--- src/rtl/param_stream_loader_if.sv ---
// Stream and read-port bundle for param_stream_loader: beat handshake plus ROM-style read port.
interface param_stream_loader_if #(
    parameter int unsigned PRECISION_0 = 16,
    parameter int unsigned NELEM       = 4,
    parameter int unsigned AWIDTH      = 4,
    parameter int unsigned DWIDTH      = 64
);
    logic [PRECISION_0-1:0] data_in [NELEM];
    logic                   data_in_valid;
    logic                   data_in_ready;
    logic [AWIDTH-1:0]      rd_addr;
    logic                   rd_ce;
    logic [DWIDTH-1:0]      rd_data;

    modport master (
        output data_in, data_in_valid, rd_addr, rd_ce,
        input  data_in_ready, rd_data
    );

    modport slave (
        input  data_in, data_in_valid, rd_addr, rd_ce,
        output data_in_ready, rd_data
    );
endinterface

--- src/rtl/param_stream_loader.sv ---
// Packs a valid/ready stream of parameter beats into a RAM and serves it via a 2-cycle read port.
// Define PARAM_STREAM_LOADER_CHECKSUM_EN to add a running XOR checksum of accepted beats.
module param_stream_loader #(
    parameter int unsigned PRECISION_0       = 16,
    parameter int unsigned PRECISION_1       = 3,
    parameter int unsigned TENSOR_SIZE_DIM_0 = 32,
    parameter int unsigned TENSOR_SIZE_DIM_1 = 1,
    parameter int unsigned PARALLELISM_DIM_0 = 4,
    parameter int unsigned PARALLELISM_DIM_1 = 1,
    parameter int unsigned DEPTH             = TENSOR_SIZE_DIM_0 * TENSOR_SIZE_DIM_1 /
                                               (PARALLELISM_DIM_0 * PARALLELISM_DIM_1),
    parameter int unsigned DWIDTH            = PRECISION_0 * PARALLELISM_DIM_0 * PARALLELISM_DIM_1,
    parameter int unsigned AWIDTH            = $clog2(DEPTH) + 1
) (
    input  logic                 clk,
    input  logic                 rst,
    input  logic                 clear,
    param_stream_loader_if.slave bus,
    output logic                 loaded,
    output logic [AWIDTH-1:0]    wr_count
`ifdef PARAM_STREAM_LOADER_CHECKSUM_EN
    ,
    output logic [DWIDTH-1:0]    checksum,
    output logic                 checksum_valid
`endif
);
    localparam int unsigned NELEM = PARALLELISM_DIM_0 * PARALLELISM_DIM_1;
    localparam int unsigned IDXW  = (DEPTH > 1) ? $clog2(DEPTH) : 1;
    localparam logic [AWIDTH-1:0] DepthA = AWIDTH'(DEPTH);
    localparam logic [AWIDTH-1:0] LastA  = AWIDTH'(DEPTH - 1);

    // Fractional bits only describe the fixed-point format; they must still fit in an element.
    if (PRECISION_1 > PRECISION_0) begin : gen_bad_frac
        $error("PRECISION_1 exceeds PRECISION_0");
    end

    typedef enum logic {StLoad, StLoaded} state_e;

    state_e            state;
    logic [DWIDTH-1:0] mem [DEPTH];
    logic [DWIDTH-1:0] packed_beat;
    logic [DWIDTH-1:0] rd_stage1;
    logic [DWIDTH-1:0] rd_stage2;
    logic              accept;
    logic              rd_in_range;

    always_comb begin
        packed_beat = '0;
        for (int j = 0; j < NELEM; j++) begin
            packed_beat[PRECISION_0*j +: PRECISION_0] = bus.data_in[j];
        end
    end

    // Ready never depends on valid; clear blocks acceptance so it cannot race a beat.
    assign bus.data_in_ready = !rst && !clear && (state == StLoad);
    assign accept            = bus.data_in_valid && bus.data_in_ready;
    assign rd_in_range       = bus.rd_addr < DepthA;
    assign bus.rd_data       = rd_stage2;

    always_ff @(posedge clk or posedge rst) begin
        if (rst) begin
            state    <= StLoad;
            wr_count <= '0;
            loaded   <= 1'b0;
`ifdef PARAM_STREAM_LOADER_CHECKSUM_EN
            checksum <= '0;
`endif
        end else if (clear) begin
            state    <= StLoad;
            wr_count <= '0;
            loaded   <= 1'b0;
`ifdef PARAM_STREAM_LOADER_CHECKSUM_EN
            checksum <= '0;
`endif
        end else begin
            unique case (state)
                StLoad: begin
                    if (accept) begin
                        wr_count <= wr_count + 1'b1;
`ifdef PARAM_STREAM_LOADER_CHECKSUM_EN
                        checksum <= checksum ^ packed_beat;
`endif
                        if (wr_count == LastA) begin
                            state  <= StLoaded;
                            loaded <= 1'b1;
                        end
                    end
                end
                StLoaded: begin
                    wr_count <= DepthA;
                    loaded   <= 1'b1;
                end
                default: state <= StLoad;
            endcase
        end
    end

`ifdef PARAM_STREAM_LOADER_CHECKSUM_EN
    assign checksum_valid = loaded;
`endif

    // RAM contents survive reset and clear; only the count decides what is valid.
    always_ff @(posedge clk) begin
        if (accept) begin
            mem[wr_count[IDXW-1:0]] <= packed_beat;
        end
    end

    // Non-blocking read of mem gives read-before-write on a same-address collision.
    always_ff @(posedge clk or posedge rst) begin
        if (rst) begin
            rd_stage1 <= '0;
            rd_stage2 <= '0;
        end else if (bus.rd_ce) begin
            rd_stage1 <= rd_in_range ? mem[bus.rd_addr[IDXW-1:0]] : '0;
            rd_stage2 <= rd_stage1;
        end
    end
endmodule
--- src/flat_wrapper.sv ---
// flat-port wrapper written by rule: the top's interface ports become plain ports
module param_stream_loader_flat 
#(
    parameter int unsigned PRECISION_0       = 16,
    parameter int unsigned PRECISION_1       = 3,
    parameter int unsigned TENSOR_SIZE_DIM_0 = 32,
    parameter int unsigned TENSOR_SIZE_DIM_1 = 1,
    parameter int unsigned PARALLELISM_DIM_0 = 4,
    parameter int unsigned PARALLELISM_DIM_1 = 1,
    parameter int unsigned DEPTH             = TENSOR_SIZE_DIM_0 * TENSOR_SIZE_DIM_1 /
                                               (PARALLELISM_DIM_0 * PARALLELISM_DIM_1),
    parameter int unsigned DWIDTH            = PRECISION_0 * PARALLELISM_DIM_0 * PARALLELISM_DIM_1,
    parameter int unsigned AWIDTH            = $clog2(DEPTH) + 1
)
  (clk, rst, clear, loaded, wr_count, bus_data_in, bus_data_in_valid, bus_rd_addr, bus_rd_ce, bus_data_in_ready, bus_rd_data);
  param_stream_loader_if #(.PRECISION_0(PRECISION_0), .AWIDTH(AWIDTH), .DWIDTH(DWIDTH)) bus_i ();
  input  logic clk;
  input  logic rst;
  input  logic clear;
  output logic loaded;
  output logic [AWIDTH-1:0] wr_count;
  input wire logic [$bits(bus_i.data_in)-1:0] bus_data_in;
  input wire logic [$bits(bus_i.data_in_valid)-1:0] bus_data_in_valid;
  input wire logic [$bits(bus_i.rd_addr)-1:0] bus_rd_addr;
  input wire logic [$bits(bus_i.rd_ce)-1:0] bus_rd_ce;
  output wire logic [$bits(bus_i.data_in_ready)-1:0] bus_data_in_ready;
  output wire logic [$bits(bus_i.rd_data)-1:0] bus_rd_data;
  assign bus_i.data_in = {>>{bus_data_in}};
  assign bus_i.data_in_valid = bus_data_in_valid;
  assign bus_i.rd_addr = bus_rd_addr;
  assign bus_i.rd_ce = bus_rd_ce;
  assign bus_data_in_ready = bus_i.data_in_ready;
  assign bus_rd_data = bus_i.rd_data;
  param_stream_loader #(.PRECISION_0(PRECISION_0), .PRECISION_1(PRECISION_1), .TENSOR_SIZE_DIM_0(TENSOR_SIZE_DIM_0), .TENSOR_SIZE_DIM_1(TENSOR_SIZE_DIM_1), .PARALLELISM_DIM_0(PARALLELISM_DIM_0), .PARALLELISM_DIM_1(PARALLELISM_DIM_1), .DEPTH(DEPTH), .DWIDTH(DWIDTH), .AWIDTH(AWIDTH)) u_core (.clk(clk), .rst(rst), .clear(clear), .bus(bus_i), .loaded(loaded), .wr_count(wr_count));
endmodule
--- config.mk ---
export PLATFORM = sky130hd
export DESIGN_NAME = param_stream_loader_flat
export DESIGN_NICKNAME = d
export VERILOG_FILES = /design/src/rtl/param_stream_loader_if.sv /design/src/rtl/param_stream_loader.sv /design/src/flat_wrapper.sv
export SDC_FILE = /design/constraint.sdc
export NUM_CORES = 1
export LEC_CHECK = 0
export CAP_MARGIN = 40
export CORE_UTILIZATION = 59
export CTS_CLUSTER_DIAMETER = 120
export DETAILED_ROUTE_END_ITERATION = 8
export GPL_TIMING_DRIVEN = 0
export PLACE_DENSITY = 0.79
export SLEW_MARGIN = 20
export SYNTH_ARGS = -nofsm -noshare
export SYNTH_HDL_FRONTEND = slang
export SYNTH_SLANG_ARGS = --single-unit
--- constraint.sdc ---
create_clock -name clk -period 6.4 [get_ports clk]
set_clock_uncertainty 0.1 [all_clocks]
set_input_delay 1.28 -clock clk [delete_from_list [all_inputs] [get_ports clk]]
set_output_delay 1.28 -clock clk [all_outputs]
set_load 0.02 [all_outputs]
### Yosys cells after proc, flatten, opt, wreduce, memory -nomap -nowiden

Memories as Yosys holds them, arrays and structs flattened.
Index checks and enable logic that the tools add are counted.

* order comparisons: 1
* reductions and logical operators: 6
* bitwise gates (word level): 1
* $add $sub $neg: 1
* mux-type cells: 14
* equal/unequal tests: 3

Operators with widths (number)
* $mux W64: 1
* $mux W1: 9
* $mux W4: 2
* $pmux W4 S2: 1
* $add A4 B1 Y4 const B: 1
* $eq A4 B3 Y1 const B: 1
* $lt A4 B4 Y1 const B: 1
* $logic_and A1 B1 Y1: 3
* $ne A3 B2 Y1 const B: 1
* $ne A3 B3 Y1 const B: 1
* $logic_not A1 Y1: 2
* $pmux W1 S2: 1
* $reduce_and A2 Y1: 1
* $not A1 Y1: 1

* output and inout port bits: 70
* memories: 1
* bits of input ports: 73
* RAM bits: 512
* register bits after elaboration: 134

Memories
* u_core.mem: depth 8, bits a word 64, read ports 1, clocked after Yosys merged registers in 0, wr ports 1, line param_stream_loader.sv:40 `logic [DWIDTH-1:0] mem [DEPTH];`

### Logic depth before layout (Yosys ltp)

* depth in word-level cells: 7
* mapped depth: 6
* depth with buffers taken out: 4

### Worst setup path after synthesis

Ideal clock, no wire load.

* kind: input-to-reg
* start: input port bus_data_in_valid
* end: memory u_core.mem[1][0] (enable)
* buffers on the path: 1
* required time: 5.736 ns
* cell stages on the path: 4
* arrival: 6.177 ns
* setup slack: -0.441 ns
* cells stage by stage: nor2b_1 -> clkbuf_1 -> nand3_1 -> nor3_1

* longest elaborated chain between the ends: 3

RTL lines
* start, declared: line flat_wrapper.sv:23 `input wire logic [$bits(bus_i.data_in_valid)-1:0] bus_data_in_valid;`
* $logic_and A1 B1 Y1: line param_stream_loader.sv:56 `assign accept = bus.data_in_valid && bus.data_in_ready;`
* $mux W1: line param_stream_loader.sv:104 `if (accept) begin`
* $mux W1 (not written as such): line param_stream_loader.sv:105 `mem[wr_count[IDXW-1:0]] <= packed_beat;`
* end, declared: line param_stream_loader.sv:40

Every way passes these cells.

### Final worst setup path

* start: input port rst
* end: output port bus_data_in_ready

* longest elaborated chain between the ends: 3

RTL lines
* start, declared: line flat_wrapper.sv:18 `input logic rst;`
* $logic_not A1 Y1 (no line)
* $logic_and A1 B1 Y1 (2 in a row): line param_stream_loader.sv:55 `assign bus.data_in_ready = !rst && !clear && (state == StLoad);`
* end, declared: line flat_wrapper.sv:26 `output wire logic [$bits(bus_i.data_in_ready)-1:0] bus_data_in_ready;`

Every way passes these cells.

==> flow_metrics.env <==
export IMPL_run_status="complete, no violations"
export IMPL_post_dp_cell_area_sq_um=27400
export IMPL_library_cell_with_the_largest_summed_area_after_synthesis="sky130_fd_sc_hd__edfxtp_1"
export IMPL_post_synth_fa_ha_maj_area_fraction_pct=0.0512
export IMPL_maxClockFrequency_ghz=0.249
export IMPL_cts_max_level=2
export IMPL_arr_time_crit_path_ns=2.64
export IMPL_first_global_vias=13600
export IMPL_postSynthAreaPerCell_sq_um=19.3
export IMPL_path_common_cell="sky130_fd_sc_hd__clkdlybuf4s50_1"
export IMPL_worst_slack_ns=2.38
export IMPL_critical_path_endpoint_type="output pin"
export IMPL_remaining_drc_errors=0
export IMPL_synthTopCellsByCount="512 x sky130_fd_sc_hd__edfxtp_1, 184 x sky130_fd_sc_hd__mux2_2, 134 x sky130_fd_sc_hd__dfrtp_1"
export IMPL_drive_above_1_share_pct=26.5
export IMPL_slew_headroom_pct=42.2
export IMPL_critical_path_class="input pin to output pin"
export IMPL_postRouteAntennaNets=0
export IMPL_synth_xor_xnor_area_share_pct=0.0716
export IMPL_crit_required_ns=5.02
export IMPL_r2r_start="u_core.state"
export IMPL_hold_crit_endpoint="u_core.bus.rd_data[4]"
export IMPL_layout_nets=1582
export IMPL_cts_hold_buffers_added=0
export IMPL_die_height_microns=206
export IMPL_wire_per_inst_microns=25.8
export IMPL_hpwlAfterDp_mm=34.1
export IMPL_worst_setup_hold_path_clk_slew_ns=0.06
export IMPL_min_delay_start="u_core.rd_stage1[4]"
export IMPL_preCtsSetupSlack_ns=2.04
export IMPL_synth_yosys_seq_area_share_pct=76.6
export IMPL_finalHoldViolations=0
export IMPL_final_min_clock_period_ns=4.02
export IMPL_setup_tns_final_ns=0
export IMPL_synth_async_sr_flop_share_pct=20.7
export IMPL_design_core_area_sq_um=40800
export IMPL_clock_sink_count=646
export IMPL_count_of_pins_over_their_slew_limit=0
export IMPL_cts_max_path_buffers=3
export IMPL_cts_buffers_inserted=61
export IMPL_io_buffers=140
export IMPL_max_slew_worst_pin_slew_ns=0.868
export IMPL_yosys_cell_count_top_type="sky130_fd_sc_hd__edfxtp_1"
export IMPL_stage_delay_of_the_slowest_cell_on_the_critical_path_ns=0.63
export IMPL_yosys_area_top_type_share_pct=62.9
export IMPL_gr_total_overflow=0
export IMPL_cts_tree="built"
export IMPL_synth_seq_cells=646
export IMPL_vias=12900
export IMPL_dieWidth_microns=206
export IMPL_clk_lat_worst_skew_ns=0.62
export IMPL_grt_antenna_before_repair=6
export IMPL_detail_route_wirelength_mm=54.1
export IMPL_floorplan_rows=74
export IMPL_cts_resized_gates=0
export IMPL_place_gp_congestion=0.755
export IMPL_mappedNetlistNets=1344
export IMPL_synth_compound_area_share_pct=4.07
export IMPL_synth_simple_gate_area_share_pct=1.72
export IMPL_post_route_cell_area_sq_um=29200
export IMPL_critical_path_n_buffers_inverters=2
export IMPL_post_synth_instance_area_sq_um=24500
export IMPL_drt_iter0_drc=1060
export IMPL_worst_hold_path_type="register to register"
export IMPL_power_density_nw_per_um2=299
export IMPL_synth_top_family_by_area="multiplexers"
export IMPL_regToRegSetupSlack_ns=3.75
export IMPL_max_cap_viol_count=0
export IMPL_synth_top_cells_by_area="sky130_fd_sc_hd__edfxtp_1 63%, sky130_fd_sc_hd__dfrtp_1 14%, sky130_fd_sc_hd__mux2_2 8.5%, sky130_fd_sc_hd__mux4_2 5.9%, sky130_fd_sc_hd__o32ai_1 2.3%"
export IMPL_critical_path_top_delay_family="buffers and inverters"
export IMPL_grt_pass1_wl_mm=81.3
export IMPL_critical_path_slowest_cell="sky130_fd_sc_hd__clkdlybuf4s50_1"
export IMPL_max_vdd_ir_drop_uv=208
export IMPL_area_growth_from_synthesis_to_layout_pct=19.4
export IMPL_synthFlopType="sky130_fd_sc_hd__edfxtp_1"
export IMPL_cts_root_buffer="sky130_fd_sc_hd__clkbuf_16"
export IMPL_grt_setup_unrepaired="no"
export IMPL_gr_usage_all_layers_pct=26.6
export IMPL_post_cts_buffers=0
export IMPL_drt_pass1_iterations=5
export IMPL_ios=143
export IMPL_end_of_the_worst_register_to_register_path="u_core.mem[3][9]"
export IMPL_syn_inst=1270
export IMPL_timing_critical_path_cells="clkdlybuf4s50_1, nor3_1, clkdlybuf4s50_1"
export IMPL_synth_edff_count=512
export IMPL_finalSetupViolations=0
export IMPL_period_share_pct=62.8
export IMPL_whs_path_depth=1
export IMPL_die_area_sq_um=42300
export IMPL_drt_vias_per_instance=6.18
export IMPL_cellLeakagePower_uw=0.0101
export IMPL_grt_start_max_net_pins=92
export IMPL_yosys_warnings=0
export IMPL_worst_r2r_path_depth=6
export IMPL_synth_area_mux_share_pct=14.8
export IMPL_synth_cell_types=31
export IMPL_total_power_uw=8730
export IMPL_timing_critical_path_from_type="input pin"
export IMPL_crit_path_max_fanout=4
export IMPL_start_util_pct=59.9
-- area by class of cell --
| class | instances | area (sq um) |
|---|---|---|
| inverters | 68 | 263 |
| well taps | 532 | 666 |
| plain buffers | 72 | 409 |
| multi-input cells | 484 | 5130 |
| flip-flops and latches | 646 | 18700 |
| repair buffers | 175 | 2170 |
| fillers | 2364 | 11600 |
| diodes | 3 | 7.51 |
| clock inverters | 18 | 87.6 |
| clock buffers | 96 | 1740 |
-- worst max path at each step --
stage	start	end	slack (ns)	cells past startpoint
floorplan	bus_data_in_valid	u_core.mem[7][0]	1.27	4
global placement	bus_data_in_valid	u_core.mem[3][20]	-1.95	5
detailed placement	rst	u_core.mem[3][20]	2.04	8
CTS	rst	bus_data_in_ready	2.38	3
global route	rst	bus_data_in_ready	2.31	3
finish	rst	bus_data_in_ready	2.38	3
-- routing by layer --
metal | share of wire (%) | vias up | global-route usage, % | wire (microns)
met5 | 0.054 | - | 0 | 29
met1 | 39 | 6743 | 35.4 | 21200
li1 | - | 5501 | - | -
met2 | 51 | 603 | 44.4 | 27400
met3 | 7.3 | 95 | 4.36 | 3940
met4 | 2.8 | 4 | 10.0 | 1540
-- registers in the layout, indices dropped and copies added, names as in the netlist --
register / flops
u_core.bus.rd_data: 64
u_core.state: 1
u_core.rd_stage1: 64
u_core.loaded: 1
u_core.wr_count: 4
u_core.mem: 512
-- placed cells by master (no fill, tap or decap), types with 14 or more instances in the layout --
| master | count |
|---|---|
| sky130_fd_sc_hd__nor2b_1 | 16 |
| sky130_fd_sc_hd__clkbuf_1 | 56 |
| sky130_fd_sc_hd__buf_16 | 18 |
| sky130_fd_sc_hd__nor2_1 | 51 |
| sky130_fd_sc_hd__clkdlybuf4s50_1 | 140 |
| sky130_fd_sc_hd__clkbuf_16 | 63 |
| sky130_fd_sc_hd__mux4_2 | 64 |
| sky130_fd_sc_hd__o22ai_1 | 64 |
| sky130_fd_sc_hd__o32ai_1 | 64 |
| sky130_fd_sc_hd__mux2_2 | 184 |
| sky130_fd_sc_hd__dfrtp_1 | 134 |
| sky130_fd_sc_hd__edfxtp_1 | 512 |
| sky130_fd_sc_hd__inv_1 | 67 |
| sky130_fd_sc_hd__buf_8 | 14 |
| sky130_fd_sc_hd__buf_2 | 24 |
-- cell families (layout without fill, tap and decap cells) --
group                    count (synthesis)  count (layout)
AO/OA/AOI/OAI                          132             132
adder cells (fa/ha/maj)                  1               1
AND/OR/NAND/NOR                         92              92
XOR/XNOR                                 2               2
multiplexers                           257             257
other                                    0               3
flip-flops                             646             646
buffers and inverters                  140             429
-- stage by stage --
step           hold slack, ns  utilization (%)  cells
2_1_floorplan           0.379                -   1270
3_3_place_gp            0.387             65.0   1942
3_5_place_dp            0.395             67.0   1977
4_1_cts                 0.410             71.5   2091
5_1_grt                 0.417             71.5   2093
6_report                0.404             71.5   2094
-- report_power, final --
part           switching (uW)  leakage [uW]  internal, uW
Combinational             356       0.00288           317
Sequential               65.5       0.00634          4650
Clock                    1480      0.000892          1860
Note: power is estimated with default switching activity, not from simulation.
